### config.mk
export PLATFORM = sky130hd
export DESIGN_NAME = reg_file
export DESIGN_NICKNAME = d
export VERILOG_FILES = /design/src/rtl/reg_file_pkg.sv /design/src/rtl/reg_file.sv
export SDC_FILE = /design/constraint.sdc
export NUM_CORES = 2
export LEC_CHECK = 0
export BUFFER_PORTS_ARGS = -buffer_cell sky130_fd_sc_hd__buf_2
export CORE_MARGIN = 2
export CORE_UTILIZATION = 55
export DETAILED_ROUTE_END_ITERATION = 8
export PLACE_DENSITY = 0.74
export SKIP_CTS_REPAIR_TIMING = 1
export SYNTH_ARGS = -nofsm -noshare
export SYNTH_HDL_FRONTEND = slang
export SYNTH_SLANG_ARGS = --single-unit
### constraint.sdc
create_clock -name clk -period 4.31 [get_ports clk]
set_input_delay 0.862 -clock clk [delete_from_list [all_inputs] [get_ports clk]]
set_output_delay 0.862 -clock clk [all_outputs]
set_load 0.005 [all_outputs]
### src/rtl/reg_file_pkg.sv
// Shared constants for the architectural register file: register index,
// data and ROB position widths.
package reg_file_pkg;

  localparam int REG_COUNT = 32;
  localparam int REG_IDX_W = 5;
  localparam int XLEN      = 32;
  localparam int ROB_TAG_W = 4;

endpackage : reg_file_pkg

### src/rtl/reg_file.sv
// Architectural register file with per-register rename tags (busy + ROB position).
// Decoder reads operands and renames destinations; the ROB commit port retires values.
module reg_file
  import reg_file_pkg::*;
#(
  parameter int REG_NUM   = REG_COUNT,
  parameter int ROB_POS_W = ROB_TAG_W
) (
  input  logic                 clk,
  input  logic                 rst,
  input  logic                 rdy,
  input  logic                 rollback,
  input  logic                 issue,
  input  logic [REG_IDX_W-1:0] issue_rd,
  input  logic [ROB_POS_W-1:0] issue_rob_pos,
  input  logic                 reg_write,
  input  logic [REG_IDX_W-1:0] reg_rd,
  input  logic [XLEN-1:0]      reg_val,
  input  logic [ROB_POS_W-1:0] commit_rob_pos,
  input  logic [REG_IDX_W-1:0] rs1,
  output logic [XLEN-1:0]      rs1_val,
  output logic                 rs1_busy,
  output logic [ROB_POS_W-1:0] rs1_rob_pos,
  input  logic [REG_IDX_W-1:0] rs2,
  output logic [XLEN-1:0]      rs2_val,
  output logic                 rs2_busy,
  output logic [ROB_POS_W-1:0] rs2_rob_pos
);

  logic [XLEN-1:0]      val_q [REG_NUM];
  logic [ROB_POS_W-1:0] tag_q [REG_NUM];
  logic [REG_NUM-1:0]   busy_q;

  logic commit_en;
  logic issue_en;
  logic commit_clears;
  logic rs1_hit;
  logic rs2_hit;

  assign commit_en = reg_write && (reg_rd != '0);
  assign issue_en  = issue && !rollback && (issue_rd != '0);

  // A commit only retires the tag it owns; a same-cycle rename of the register is younger.
  assign commit_clears = commit_en && busy_q[reg_rd] && (tag_q[reg_rd] == commit_rob_pos)
                         && !(issue_en && (issue_rd == reg_rd));

  always_ff @(posedge clk) begin
    if (rst) begin
      // NOTE: the storage array is reset explicitly because reads after reset must return 0.
      for (int i = 0; i < REG_NUM; i++) begin
        val_q[i] <= '0;
        tag_q[i] <= '0;
      end
      busy_q <= '0;
    end else if (rdy) begin
      // NOTE: non-blocking assignments; the later issue update overrides the commit clear.
      if (commit_en) begin
        val_q[reg_rd] <= reg_val;
        if (commit_clears) busy_q[reg_rd] <= 1'b0;
      end
      if (rollback) begin
        busy_q <= '0;
      end else if (issue_en) begin
        busy_q[issue_rd] <= 1'b1;
        tag_q[issue_rd]  <= issue_rob_pos;
      end
    end
  end

  // Bypass sees pre-issue state; the Decoder handles its own rd==rs hazard.
  assign rs1_hit = reg_write && (reg_rd == rs1) && busy_q[rs1] && (tag_q[rs1] == commit_rob_pos);
  assign rs2_hit = reg_write && (reg_rd == rs2) && busy_q[rs2] && (tag_q[rs2] == commit_rob_pos);

  always_comb begin
    // NOTE: every output gets a default first so no path infers a latch.
    rs1_val     = val_q[rs1];
    rs1_busy    = busy_q[rs1];
    rs1_rob_pos = tag_q[rs1];
    if (rs1 == '0) begin
      rs1_val     = '0;
      rs1_busy    = 1'b0;
      rs1_rob_pos = '0;
    end else if (rs1_hit) begin
      rs1_val  = reg_val;
      rs1_busy = 1'b0;
    end
  end

  always_comb begin
    rs2_val     = val_q[rs2];
    rs2_busy    = busy_q[rs2];
    rs2_rob_pos = tag_q[rs2];
    if (rs2 == '0) begin
      rs2_val     = '0;
      rs2_busy    = 1'b0;
      rs2_rob_pos = '0;
    end else if (rs2_hit) begin
      rs2_val  = reg_val;
      rs2_busy = 1'b0;
    end
  end

endmodule : reg_file

== Word level (Yosys, flattened, before mapping) ==
Memory sizes are Yosys's and may differ from the RTL's.
Cells that the tools add are included.

* Add/subtract/negate cells: 0
* Multipliers: 0
* Divide/modulo/power cells: 0
* $lt $le $gt $ge: 6
* Equality and inequality tests: 6
* Shift-type cells: 0
* Muxes and demuxes: 43
* Bitwise operators: 3
* Reduce and logical (&&, ||, !) cells: 23

{| class="wikitable"
|+ Operators with widths
! kind !! count
|-
| 32-bit two-way mux || 11
|-
| 32-bit AND || 1
|-
| 32-bit inverter || 1
|-
| 32-bit OR || 1
|-
| 32-bit OR reduction || 1
|-
| 5-bit by 6-bit less-than comparator with 1-bit output, second input constant || 4
|-
| 1-bit two-way mux || 22
|-
| 1-bit binary-select mux with 5-bit select || 3
|-
| 5-bit == test || 3
|-
| 1-bit logical AND || 15
|-
| 4-bit == test || 3
|-
| 4-bit two-way mux || 3
|-
| 1-bit demux with 5-bit select || 2
|-
| 5-bit by 1-bit >= comparator with 1-bit output, second input constant || 2
|-
| 5-bit logical NOT || 2
|-
| 5-bit two-way mux || 2
|-
| 5-bit nonzero test || 2
|-
| 4-bit OR reduction || 1
|-
| 1-bit logical NOT || 2
|}

* Flip-flop bits (word level): 32
* Latch bits: 0
* Memory bits (writable): 1,152
* Memory bits (read-only): 0
* Input bits: 66
* Output and inout bits: 74
* Word-level logic and storage cells: 84
* Memories kept: 2

{| class="wikitable"
|+ Memories
! memory !! depth !! bits a word !! rd ports !! clocked after Yosys merged registers in !! write ports !! line !! RTL
|-
| val_q || 32 || 32 || 2 || 0 || 32 || reg_file.sv:30 || <nowiki>logic [XLEN-1:0] val_q [REG_NUM];</nowiki>
|-
| tag_q || 32 || 4 || 3 || 0 || 32 || reg_file.sv:31 || <nowiki>logic [ROB_POS_W-1:0] tag_q [REG_NUM];</nowiki>
|}

== Longest topological paths before layout ==
* Word-level depth: 13
* Gate-level depth with buffers: 14
* Depth with buffers taken out: 8

== Worst setup path before layout ==
No wires, ideal clock.

* Path type: input port to output port
* From: input port rs2[0]
* To: output port rs2_val[6]
* Data arrival time: 3,569 ps
* Required time: 3,448 ps
* Slack: -121 ps
* Cell stages on the path: 9
* Path buffers: 4
* Cell sequence: buf_2 buf_2 clkbuf_1 buf_1 mux4_2 mux4_2 mux2_2 nand2_1 mux2i_1

* Cells in the longest elaborated chain, start to end: 6
* Elaborated cells between the ends (all ways): 12
* Those cells by class: eq/ne (2); mux (4); reduce/logical (4); memory (2)

{| class="wikitable"
|+ Ends and longest elaborated chain
! item !! line !! RTL
|-
| from (decl) || reg_file.sv:24 || <nowiki>input logic [REG_IDX_W-1:0] rs2,</nowiki>
|-
| parallel branches: the longest is 5 deep, another holds memory 32 x 4 bit || -- ||
|-
| 32-bit two-way mux (*) || reg_file.sv:93 || <nowiki>if (rs2 == '0) begin</nowiki>
|-
| to (decl) || reg_file.sv:25 || <nowiki>output logic [XLEN-1:0] rs2_val,</nowiki>
|}

Every way passes the cells marked *. The select of a mux whose other input is x is not followed.

== Final worst setup path ==
* From: input port rs1[0]
* To: output port rs1_val[3]

* Cells in the longest elaborated chain, start to end: 6
* Elaborated cells between the ends (all ways): 12
* Those cells by class: eq/ne (2); mux (4); reduce/logical (4); memory (2)

{| class="wikitable"
|+ Ends and longest elaborated chain
! item !! line !! RTL
|-
| from (decl) || reg_file.sv:20 || <nowiki>input logic [REG_IDX_W-1:0] rs1,</nowiki>
|-
| parallel branches: the longest is 5 deep, another holds memory 32 x 4 bit || -- ||
|-
| 32-bit two-way mux (*) || reg_file.sv:79 || <nowiki>if (rs1 == '0) begin</nowiki>
|-
| to (decl) || reg_file.sv:21 || <nowiki>output logic [XLEN-1:0] rs1_val,</nowiki>
|}

Marked as above.

==> results_dict.tcl <==
set metrics [dict create \
    status "complete, but fails checks" \
    failed_checks "setup timing" \
    wl_um 216000 \
    dp_cells 5957 \
    ys_ff_latch 1184 \
    fin_hold_ws_ns 0.525 \
    fin_skew_ns 0.0163 \
    detail_route.wl_per_cell_um 34.7 \
    endpoint_kind "primary output" \
    crit_required_ns 3.45 \
    crit_fanout 11 \
    instances_no_fill 6210 \
    synthCells 4331 \
    start_util_pct 55.2 \
    yosysSeqAreaShare_pct 53.4 \
    placed_cell_area_mm2 0.0704 \
    power_density_mw_per_mm2 378 \
    die_h_um 350 \
    hpwl_um 132000 \
    layout-drive-gt1-share_pct 33.1 \
    hold_violations 0 \
    setup_viol 65 \
    area_delta_synth_final_pct 13.3 \
    grt_first_pass_wirelength_um 304000 \
    drv_cap 0 \
    cp-start-kind "input pin" \
    grt_max_degree 98 \
    yosys-top-cells-count "1,152 x edfxtp_1, 1,124 x and2_1, 709 x mux4_2" \
    die_x_um 350 \
    maxSlewHeadroom_pct 10.3 \
    synthDistinctLibCells 56 \
    htree_num_levels 4 \
    worstMarginPinSlew_ns 1.35 \
    whs_path_depth 1 \
    hold_class "flop to flop" \
    holdPathEnd "busy_q[0]" \
    grt_pass1_vias 42400 \
    ys.flop_type "edfxtp_1" \
    r2r_cells 9 \
    final_nets 4549 \
    critPathKind "input pin to primary output" \
    postRouteAntennaNets 0 \
    cts_tree "yes" \
    drt-initial-drc-count 7053 \
    cts_max_path_buffers 3 \
    yosys.area.top_type "edfxtp_1" \
    route.detailed.drc 0 \
    synth_edf_count 1152 \
    num_rows 127 \
    avgSynthCellArea_um2 15.2 \
    max-vdd-ir-drop_mv 0.366 \
    rrSetupSlack_ns 1.20 \
    async_flop_share_pct 0 \
    fmax_mhz 213 \
    layout_setup_ws_ns -0.388 \
    regToRegEndpoint "busy_q[12]" \
    firstDrtPassIters 7 \
    grt_usage_pct 35.5 \
    grt.overflow.total 0 \
    r2r-start "tag_q[30][0]" \
    cts_buffers 130 \
    clkSinkCount 1184 \
    gp_congestion 0.965 \
    clk_latency_ns 0.75 \
    yosysMostFrequentCell "edfxtp_1" \
    portBuffers 139 \
    grt_setup_unrepaired "yes" \
    arrival_ns 3.84 \
    synth_area_leaders "edfxtp_1 52%, mux4_2 24%, and2_1 11%" \
    root_buffer "clkbuf_16" \
    via_per_inst 6.91 \
    dieArea_mm2 0.123 \
    final.period_utilization_pct 109 \
    postLayoutCellArea_mm2 0.0748 \
    antenna_found_initial 16 \
    vias 42900 \
    pin_count 140 \
    slew_viol_final 0 \
    min_period_ns 4.70 \
    cts.clk_slew.worst_paths_ns 0.06 \
    synth_top_area_share_pct 52.4 \
    synth_area_mm2 0.0660 \
    coreArea_mm2 0.119 \
    yosys_warnings 0 \
    p_leak_nw 26.4 \
    min-delay-start "busy_q[0]" \
]
## logic make-up after synthesis
logic type	Yosys count	synth area share [%]
buf+inv	472	2.84
compound gates	204	2.19
mux	927	27.6
simple gates	1517	13.6
xor+xnor	26	0.345
flops	1184	53.4
other cells	1	0.00569
## worst max-delay path, cell delays in order
cell and delay [ns]:
buf_8 0.16, buf_12 0.17, buf_4 0.14, nor2b_1 0.36, a221oi_1 0.13, o21ai_1 0.17, nand4_1 0.18, xor2_1 0.19
or4_4 0.51, or2_4 0.43, clkbuf_16 0.26, a21oi_2 0.12, buf_2 0.12
## metal layers
layer / global-route usage (%) / share of wire [%] / wire [um]
met4: 16.6 / 5.4 / 11700
met2: 54.3 / 46 / 99400
met5: 0.785 / 0.064 / 138
met3: 9.66 / 13 / 28200
met1: 47.7 / 35 / 76300
## flip-flops by register name (all words and copies together), names as in the netlist
signal	count
busy_q	32
tag_q	128
val_q	1024
## cells in the final DEF, fill, tap and decap left out, drive strengths merged, types with 36 or more instances in the layout
| cell type | count |
|---|---|
| mux2i | 174 |
| edfxtp | 1152 |
| and2 | 1124 |
| mux2 | 44 |
| nor2 | 92 |
| nor3 | 37 |
| clkbuf | 173 |
| conb | 36 |
| mux4 | 709 |
| buf | 437 |
| nand2 | 94 |
| clkinv | 47 |
| a21oi | 48 |
| or2 | 68 |
## area by class of cell
class | count | area, um^2
Multi-Input combinational cell | 2710 | 29400
Fill cell | 8668 | 44700
Timing Repair Buffer | 440 | 3920
Sequential cell | 1184 | 35200
Tap cell | 1612 | 2020
Inverter | 17 | 68.8
Clock inverter | 67 | 599
Antenna cell | 10 | 25.0
Clock buffer | 170 | 3470
## where the power goes
group	total, mW	internal [mW]	switching (mW)	leakage [nW]
Sequential	13.6	13.2	0.350	11.2
Clock	10.9	6.18	4.69	1.97
Combinational	3.85	1.83	2.02	13.2
Total	28.3	21.2	7.05	26.4
## worst max path at each step
stage,from,to
2_1_floorplan,rs1[0],rs1_val[0]
6_report,rs1[0],rs1_val[3]
4_1_cts,tag_q[31][0],rs1_val[28]
3_3_place_gp,rs1[0],rs1_val[30]
3_5_place_dp,rs1[0],rs1_val[27]
5_1_grt,tag_q[23][0],rs1_val[26]
## stage by stage
step           total power, mW  utilization, %  worst slack [ns]  setup TNS [ns]
2_1_floorplan             16.0               -           -0.0181          -0.163
6_report                  28.3            62.6            -0.388          -16.52
5_1_grt                   28.9            62.5            -0.471          -22.16
3_5_place_dp              17.5            58.9            -0.483          -23.23
4_1_cts                   28.2            62.3            -0.664          -34.38
3_3_place_gp              17.4            58.9            -0.486          -21.71
No activity file was read; power rests on OpenSTA's default activity.
